## src/rtl/key_pulser.sv

```systemverilog
// key_pulser: console key front end. Synchronizes and debounces one raw
// console switch and turns each press into clean one-cycle request pulses,
// with optional auto-repeat while held and hold-off while the machine is busy.
//
// Ports:
//   clk        in   system clock, rising edge
//   reset      in   asynchronous, active-high reset
//   key_in     in   raw key contact, asynchronous to clk
//   repeat_en  in   REPEAT switch, quasi-static
//   rep_speed  in   repeat interval select, (rep_speed+1)*REP_BASE cycles
//   inhibit    in   machine busy; a due pulse is held off while high
//   pulse      out  one-cycle request pulse
//   key_level  out  debounced key level
//   pending    out  a pulse is due but held off by inhibit

`timescale 1ns/1ps

module key_pulser #(
   parameter int unsigned DEBOUNCE = 100000,
   parameter int unsigned REP_BASE = 2000,
   parameter int unsigned CW       = 17
) (
   input  logic       clk,
   input  logic       reset,
   input  logic       key_in,
   input  logic       repeat_en,
   input  logic [3:0] rep_speed,
   input  logic       inhibit,
   output logic       pulse,
   output logic       key_level,
   output logic       pending
);

   typedef enum logic [1:0] {
      IDLE,
      FIRE,
      REPWAIT,
      HOLD
   } state_t;

   localparam logic [CW-1:0] DB_LIM = CW'(DEBOUNCE);

   logic          s1_q;
   logic          s2_q;
   logic [CW-1:0] db_cnt_q;
   logic [CW-1:0] db_cnt_d;
   logic          level_q;
   logic          level_d;
   logic [CW-1:0] rep_cnt_q;
   logic [CW-1:0] rep_load;
   state_t        state_q;
   logic          pulse_q;
   logic          pending_q;

   // Reload value for the repeat interval; the count runs down to 0 and the
   // transition into FIRE takes one more edge, giving exact pulse spacing.
   assign rep_load = CW'((32'(rep_speed) + 32'd1) * REP_BASE - 32'd1);

   // Debounce: count consecutive edges where the synchronized input
   // disagrees with the debounced level; any agreement restarts the count.
   always_comb begin
      db_cnt_d = '0;
      level_d  = level_q;
      if (s2_q != level_q) begin
         if (db_cnt_q == DB_LIM) begin
            level_d = ~level_q;
         end else begin
            db_cnt_d = db_cnt_q + 1'b1;
         end
      end
   end

   always_ff @(posedge clk or posedge reset) begin
      if (reset) begin
         s1_q     <= 1'b0;
         s2_q     <= 1'b0;
         db_cnt_q <= '0;
         level_q  <= 1'b0;
      end else begin
         s1_q     <= key_in;
         s2_q     <= s1_q;
         db_cnt_q <= db_cnt_d;
         level_q  <= level_d;
      end
   end

   // Request FSM. A low debounced level overrides everything: it cancels
   // any due pulse and repeat count. The rising edge of the level (seen
   // through level_d) arms FIRE so the pulse lands one edge later.
   always_ff @(posedge clk or posedge reset) begin
      if (reset) begin
         state_q   <= IDLE;
         rep_cnt_q <= '0;
         pulse_q   <= 1'b0;
         pending_q <= 1'b0;
      end else begin
         pulse_q   <= 1'b0;
         pending_q <= 1'b0;
         if (!level_q) begin
            rep_cnt_q <= '0;
            state_q   <= level_d ? FIRE : IDLE;
         end else begin
            unique case (state_q)
               FIRE: begin
                  if (inhibit) begin
                     pending_q <= 1'b1;
                  end else begin
                     pulse_q <= 1'b1;
                     if (repeat_en) begin
                        state_q   <= REPWAIT;
                        rep_cnt_q <= rep_load;
                     end else begin
                        state_q <= HOLD;
                     end
                  end
               end
               REPWAIT: begin
                  if (!repeat_en) begin
                     state_q   <= HOLD;
                     rep_cnt_q <= '0;
                  end else if (rep_cnt_q < CW'(2)) begin
                     state_q   <= FIRE;
                     rep_cnt_q <= '0;
                  end else begin
                     rep_cnt_q <= rep_cnt_q - 1'b1;
                  end
               end
               HOLD: begin
                  state_q <= HOLD;
               end
               default: begin
                  state_q <= IDLE;
               end
            endcase
         end
      end
   end

   assign pulse     = pulse_q;
   assign key_level = level_q;
   assign pending   = pending_q;

endmodule
```

## config.mk

```make
export PLATFORM = sky130hd
export DESIGN_NAME = key_pulser
export DESIGN_NICKNAME = d
export VERILOG_FILES = /design/src/rtl/key_pulser.sv
export SDC_FILE = /design/constraint.sdc
export NUM_CORES = 1
export LEC_CHECK = 0
export BUFFER_PORTS_ARGS = -buffer_cell sky130_fd_sc_hd__buf_2
export CORE_MARGIN = 2
export CORE_UTILIZATION = 35
export CTS_BUF_LIST = sky130_fd_sc_hd__clkbuf_4 sky130_fd_sc_hd__clkbuf_8 sky130_fd_sc_hd__clkbuf_16
export DETAILED_ROUTE_END_ITERATION = 16
export PLACE_DENSITY = 0.62
export SYNTH_ARGS = -nofsm -noshare
export SYNTH_HDL_FRONTEND = slang
export SYNTH_SLANG_ARGS = --single-unit
```

## constraint.sdc

```tcl
create_clock -name clk -period 5.7 [get_ports clk]
set_clock_uncertainty 0.1 [all_clocks]
set_input_delay 1.14 -clock clk [delete_from_list [all_inputs] [get_ports clk]]
set_output_delay 1.14 -clock clk [all_outputs]
set_load 0.03 [all_outputs]
```

==> impl_metrics.xml <==
<?xml version="1.0" encoding="UTF-8"?>
<metrics>
  <group name="hold_path">
    <metric name="hold_path.class" unit="">reg -&gt; reg</metric>
    <metric name="timing.hold.worst.start" unit="">s1_q$_DFF_PP0_</metric>
  </group>
  <group name="floorplanning">
    <metric name="fp.dieH" unit="um">100</metric>
    <metric name="rows" unit="">35</metric>
    <metric name="boundary_pins" unit="">12</metric>
    <metric name="overall_die_area" unit="mm^2">0.00999</metric>
    <metric name="core_area" unit="mm^2">0.00906</metric>
    <metric name="starting_density" unit="%">35.6</metric>
    <metric name="dieWidth" unit="um">100</metric>
  </group>
  <group name="place">
    <metric name="placed_cells_incl_taps" unit="">496</metric>
    <metric name="detailedPlacementHpwl" unit="um">5180</metric>
    <metric name="buffer_ports.inserted" unit="">11</metric>
    <metric name="routabilityCongestion" unit="">0.794</metric>
    <metric name="placement_stage_worst_setup_slack" unit="ns">0.0855</metric>
  </group>
  <group name="synthesis">
    <metric name="netlist_instances" unit="">373</metric>
    <metric name="synthesized_netlist_net_count" unit="">417</metric>
    <metric name="synth-edff-count" unit="">0</metric>
    <metric name="ys_dominant_reg_cell" unit="">dfrtp_1</metric>
    <metric name="synthTopCellsByArea" unit="">dfrtp_1, ha_1, fa_1</metric>
    <metric name="synthDominantCellAreaShare" unit="%">31.8</metric>
    <metric name="syn_avg_cell_area" unit="um^2">8.64</metric>
    <metric name="synth-warning-count" unit="">0</metric>
    <metric name="post-synth-top-area-cell" unit="">dfrtp_1</metric>
    <metric name="post_synth_cell_types" unit="">50</metric>
    <metric name="yosysSeqAreaShare" unit="%">31.8</metric>
    <metric name="ys_async_sr_fraction" unit="%">100</metric>
    <metric name="syn_area" unit="mm^2">0.00322</metric>
    <metric name="most_common_cell_in_the_synthesized_netlist" unit="">dfrtp_1</metric>
    <metric name="number_of_synthesized_register_bits" unit="">41</metric>
    <metric name="top_cell_types_by_occurrence_after_synthesis" unit="">dfrtp_1, nor2_1, nand2_1</metric>
  </group>
  <group name="timing">
    <metric name="slew_headroom" unit="%">45.5</metric>
    <metric name="setup_repair_after_global_routing_missed_its_margin" unit="">false</metric>
    <metric name="timing.fmax" unit="MHz">190</metric>
    <metric name="hold_viol" unit="">0</metric>
    <metric name="period_minus_slack" unit="ns">5.26</metric>
    <metric name="final-setup-viol-count" unit="">0</metric>
    <metric name="slew_viol_final" unit="">0</metric>
    <metric name="totalNegativeSetupSlack" unit="ns">0</metric>
    <metric name="finalWorstSetupSlack" unit="ns">0.439</metric>
    <metric name="worst_slew_pin_slew" unit="ns">0.816</metric>
    <metric name="timing.final.crit_share" unit="%">92.3</metric>
  </group>
  <group name="critical_path">
    <metric name="critical-path-max-stage-delay" unit="ns">0.54</metric>
    <metric name="cp_top_family" unit="">adder cells</metric>
    <metric name="worst-setup-path-type" unit="">in -&gt; reg</metric>
    <metric name="timing.rr.start" unit="">state_q[1]$_DFFE_PP0P_</metric>
    <metric name="total_buffers_and_inverters_traversed_by_the_critical_path" unit="">5</metric>
    <metric name="cp_data_arrival_time" unit="ns">5.37</metric>
    <metric name="worst_path_most_repeated_cell" unit="">inv_1</metric>
    <metric name="cp_cell_sequence" unit="">buf_2 -&gt; ha_1 -&gt; xor2_1 -&gt; inv_1 -&gt; fa_1 -&gt; inv_1 -&gt; fa_1 -&gt; inv_1 -&gt; fa_1 -&gt; inv_1 -&gt; ha_1 -&gt; a31o_2 -&gt; nor3_1 -&gt; o21ai_0 -&gt; or4_1 -&gt; o31ai_1</metric>
    <metric name="cp_slowest_cell" unit="">fa_1</metric>
    <metric name="crit_path_max_fanout" unit="">7</metric>
    <metric name="timing.critical_path.from" unit="">rep_speed[0]</metric>
    <metric name="required" unit="ns">5.81</metric>
    <metric name="cp-end-kind" unit="">flop</metric>
    <metric name="crit_path_start_kind" unit="">input pin</metric>
  </group>
  <group name="pwr">
    <metric name="pwr_density_cell" unit="mW/mm^2">279</metric>
    <metric name="ir_worst_vdd" unit="mV">0.133</metric>
    <metric name="report.power.total" unit="mW">0.993</metric>
    <metric name="power_leakage" unit="nW">1.73</metric>
  </group>
  <group name="grt">
    <metric name="grt_pass1_vias" unit="">2472</metric>
    <metric name="gr-total-overflow" unit="">0</metric>
    <metric name="grt_start_max_net_pins" unit="">42</metric>
    <metric name="gr-usage-all-layers" unit="%">14.4</metric>
    <metric name="grt_first_pass_wirelength" unit="um">11700</metric>
    <metric name="antenna_violations_before_repair" unit="">0</metric>
  </group>
  <group name="cells_and_area">
    <metric name="layout.cells.non_filler" unit="">503</metric>
    <metric name="proportion_of_layout_cells_with_a_drive_suffix_above_1" unit="%">8.42</metric>
    <metric name="syn2layout_area_growth" unit="%">10.3</metric>
    <metric name="layout.nets" unit="">436</metric>
    <metric name="diodes" unit="">0</metric>
    <metric name="fillerInstances" unit="">926</metric>
  </group>
  <group name="status">
    <metric name="status" unit="">complete, no violations</metric>
  </group>
  <group name="detailed_routing">
    <metric name="drt_drc_violations_left" unit="">0</metric>
    <metric name="initialDrtViolationCount" unit="">126</metric>
    <metric name="drt-pass1-iter-count" unit="">4</metric>
    <metric name="wl" unit="um">6850</metric>
    <metric name="route.detailed.vias_per_inst" unit="">5.20</metric>
    <metric name="ant_nets" unit="">0</metric>
    <metric name="drt-wirelength-per-cell" unit="um">13.6</metric>
    <metric name="num_vias" unit="">2614</metric>
  </group>
  <group name="run">
    <metric name="cap_violations" unit="">0</metric>
  </group>
  <group name="clock_tree">
    <metric name="clk-insertion-delay-late" unit="ns">0.30</metric>
    <metric name="cts_root_buffer" unit="">clkbuf_8</metric>
    <metric name="numCtsBuffers" unit="">5</metric>
    <metric name="cts.repair_timing.setup_buffer_count" unit="">0</metric>
    <metric name="hold_buffers" unit="">0</metric>
    <metric name="cts.clk_slew.worst_paths" unit="ns">0.08</metric>
    <metric name="post_cts_resized" unit="">0</metric>
    <metric name="cts.sink_count" unit="">41</metric>
    <metric name="cts_max_path_buffers" unit="">2</metric>
    <metric name="cts_tree" unit="">built</metric>
    <metric name="ctsHtreeMaxLevel" unit="">2</metric>
  </group>
</metrics>
## where the power goes
part	switching [mW]	total, mW	internal, mW
registers	0.00245	0.295	0.293
clock network	0.105	0.232	0.127
logic	0.253	0.465	0.212
total	0.360	0.993	0.633
## final cells by class
cell class | instances | area [um^2] | share of cell area, %
flip-flops and latches | 41 | 1030 | 28.9
well taps | 111 | 139 | 3.91
inverters | 30 | 113 | 3.17
repair buffers | 20 | 123 | 3.45
clock buffers | 5 | 68.8 | 1.94
clock inverters | 2 | 35.0 | 0.986
multi-input cells | 294 | 2050 | 57.7
## stage by stage
stage	area (um^2)	hold WS, ns	util (%)
after floorplan	3220	0.231	-
after global placement	3450	0.249	38.1
after detailed placement	3450	0.241	38.1
after CTS	3550	0.269	39.2
after global routing	3550	0.278	39.2
final	3550	0.265	39.2
## worst reg2reg max path, delay by kind of cell (launching register included)
kind	cells	cell delay, ns
DFF	1	0.42
AOI/OAI and AO/OA	4	0.89
and+or+nand+nor	2	1.01
## registers in the layout, summed over array words and instances (netlist names)
register / cells
db_cnt_q: 17
key_level: 1
pending: 1
pulse: 1
rep_cnt_q: 17
s1_q: 1
s2_q: 1
state_q: 2
## cell usage in the layout (no fill, tap or decap), types with 3 or more instances in the layout
| master | count |
|---|---|
| o21ai_0 | 27 |
| nand2b_1 | 3 |
| nor4_1 | 5 |
| nand3_1 | 19 |
| a21boi_0 | 3 |
| a21o_1 | 4 |
| or4_1 | 4 |
| inv_1 | 30 |
| xnor2_1 | 14 |
| o31ai_1 | 4 |
| clkbuf_8 | 5 |
| nor2_1 | 33 |
| and2_1 | 3 |
| buf_2 | 11 |
| dfrtp_1 | 41 |
| nor3_1 | 15 |
| xor2_1 | 19 |
| ha_1 | 25 |
| buf_4 | 9 |
| nand2_1 | 31 |
| nor2b_1 | 7 |
| and3_1 | 11 |
| a21oi_1 | 24 |
| fa_1 | 10 |
## cell families after synthesis
group           count (synthesis)  share of synthesized area, %
compound gates                 81                          15.5
fa+ha+maj                      35                          15.9
mux                             2                         0.660
flops                          41                          31.8
simple gates                  142                          22.1
buf+inv                        38                          4.54
xor+xnor                       34                          9.47
## path summary, 6_finish.rpt
| path | slack, ns | depth (start not counted) | endpoint |
|---|---|---|---|
| min | 0.26 | 0 | s2_q$_DFF_PP0_ |
| min reg2reg | 0.26 | 0 | s2_q$_DFF_PP0_ |
| min in group asynchronous | 0.86 | 3 | db_cnt_q[2]$_DFF_PP0_ |
| max in group asynchronous | 4.27 | 3 | rep_cnt_q[4]$_DFFE_PP0P_ |
| max reg2reg | 3.17 | 6 | rep_cnt_q[6]$_DFFE_PP0P_ |
| max | 0.44 | 16 | rep_cnt_q[16]$_DFFE_PP0P_ |
## layer usage
metal / routed length [um] / track usage (%) / vias up
met5: 0 / 0 / -
met4: 78 / 4.11 / 0
met3: 157 / 2.09 / 7
met2: 3230 / 23.4 / 32
met1: 3380 / 20.0 / 1237
li1: - / - / 1338
Note: power is estimated with default switching activity, not from simulation.
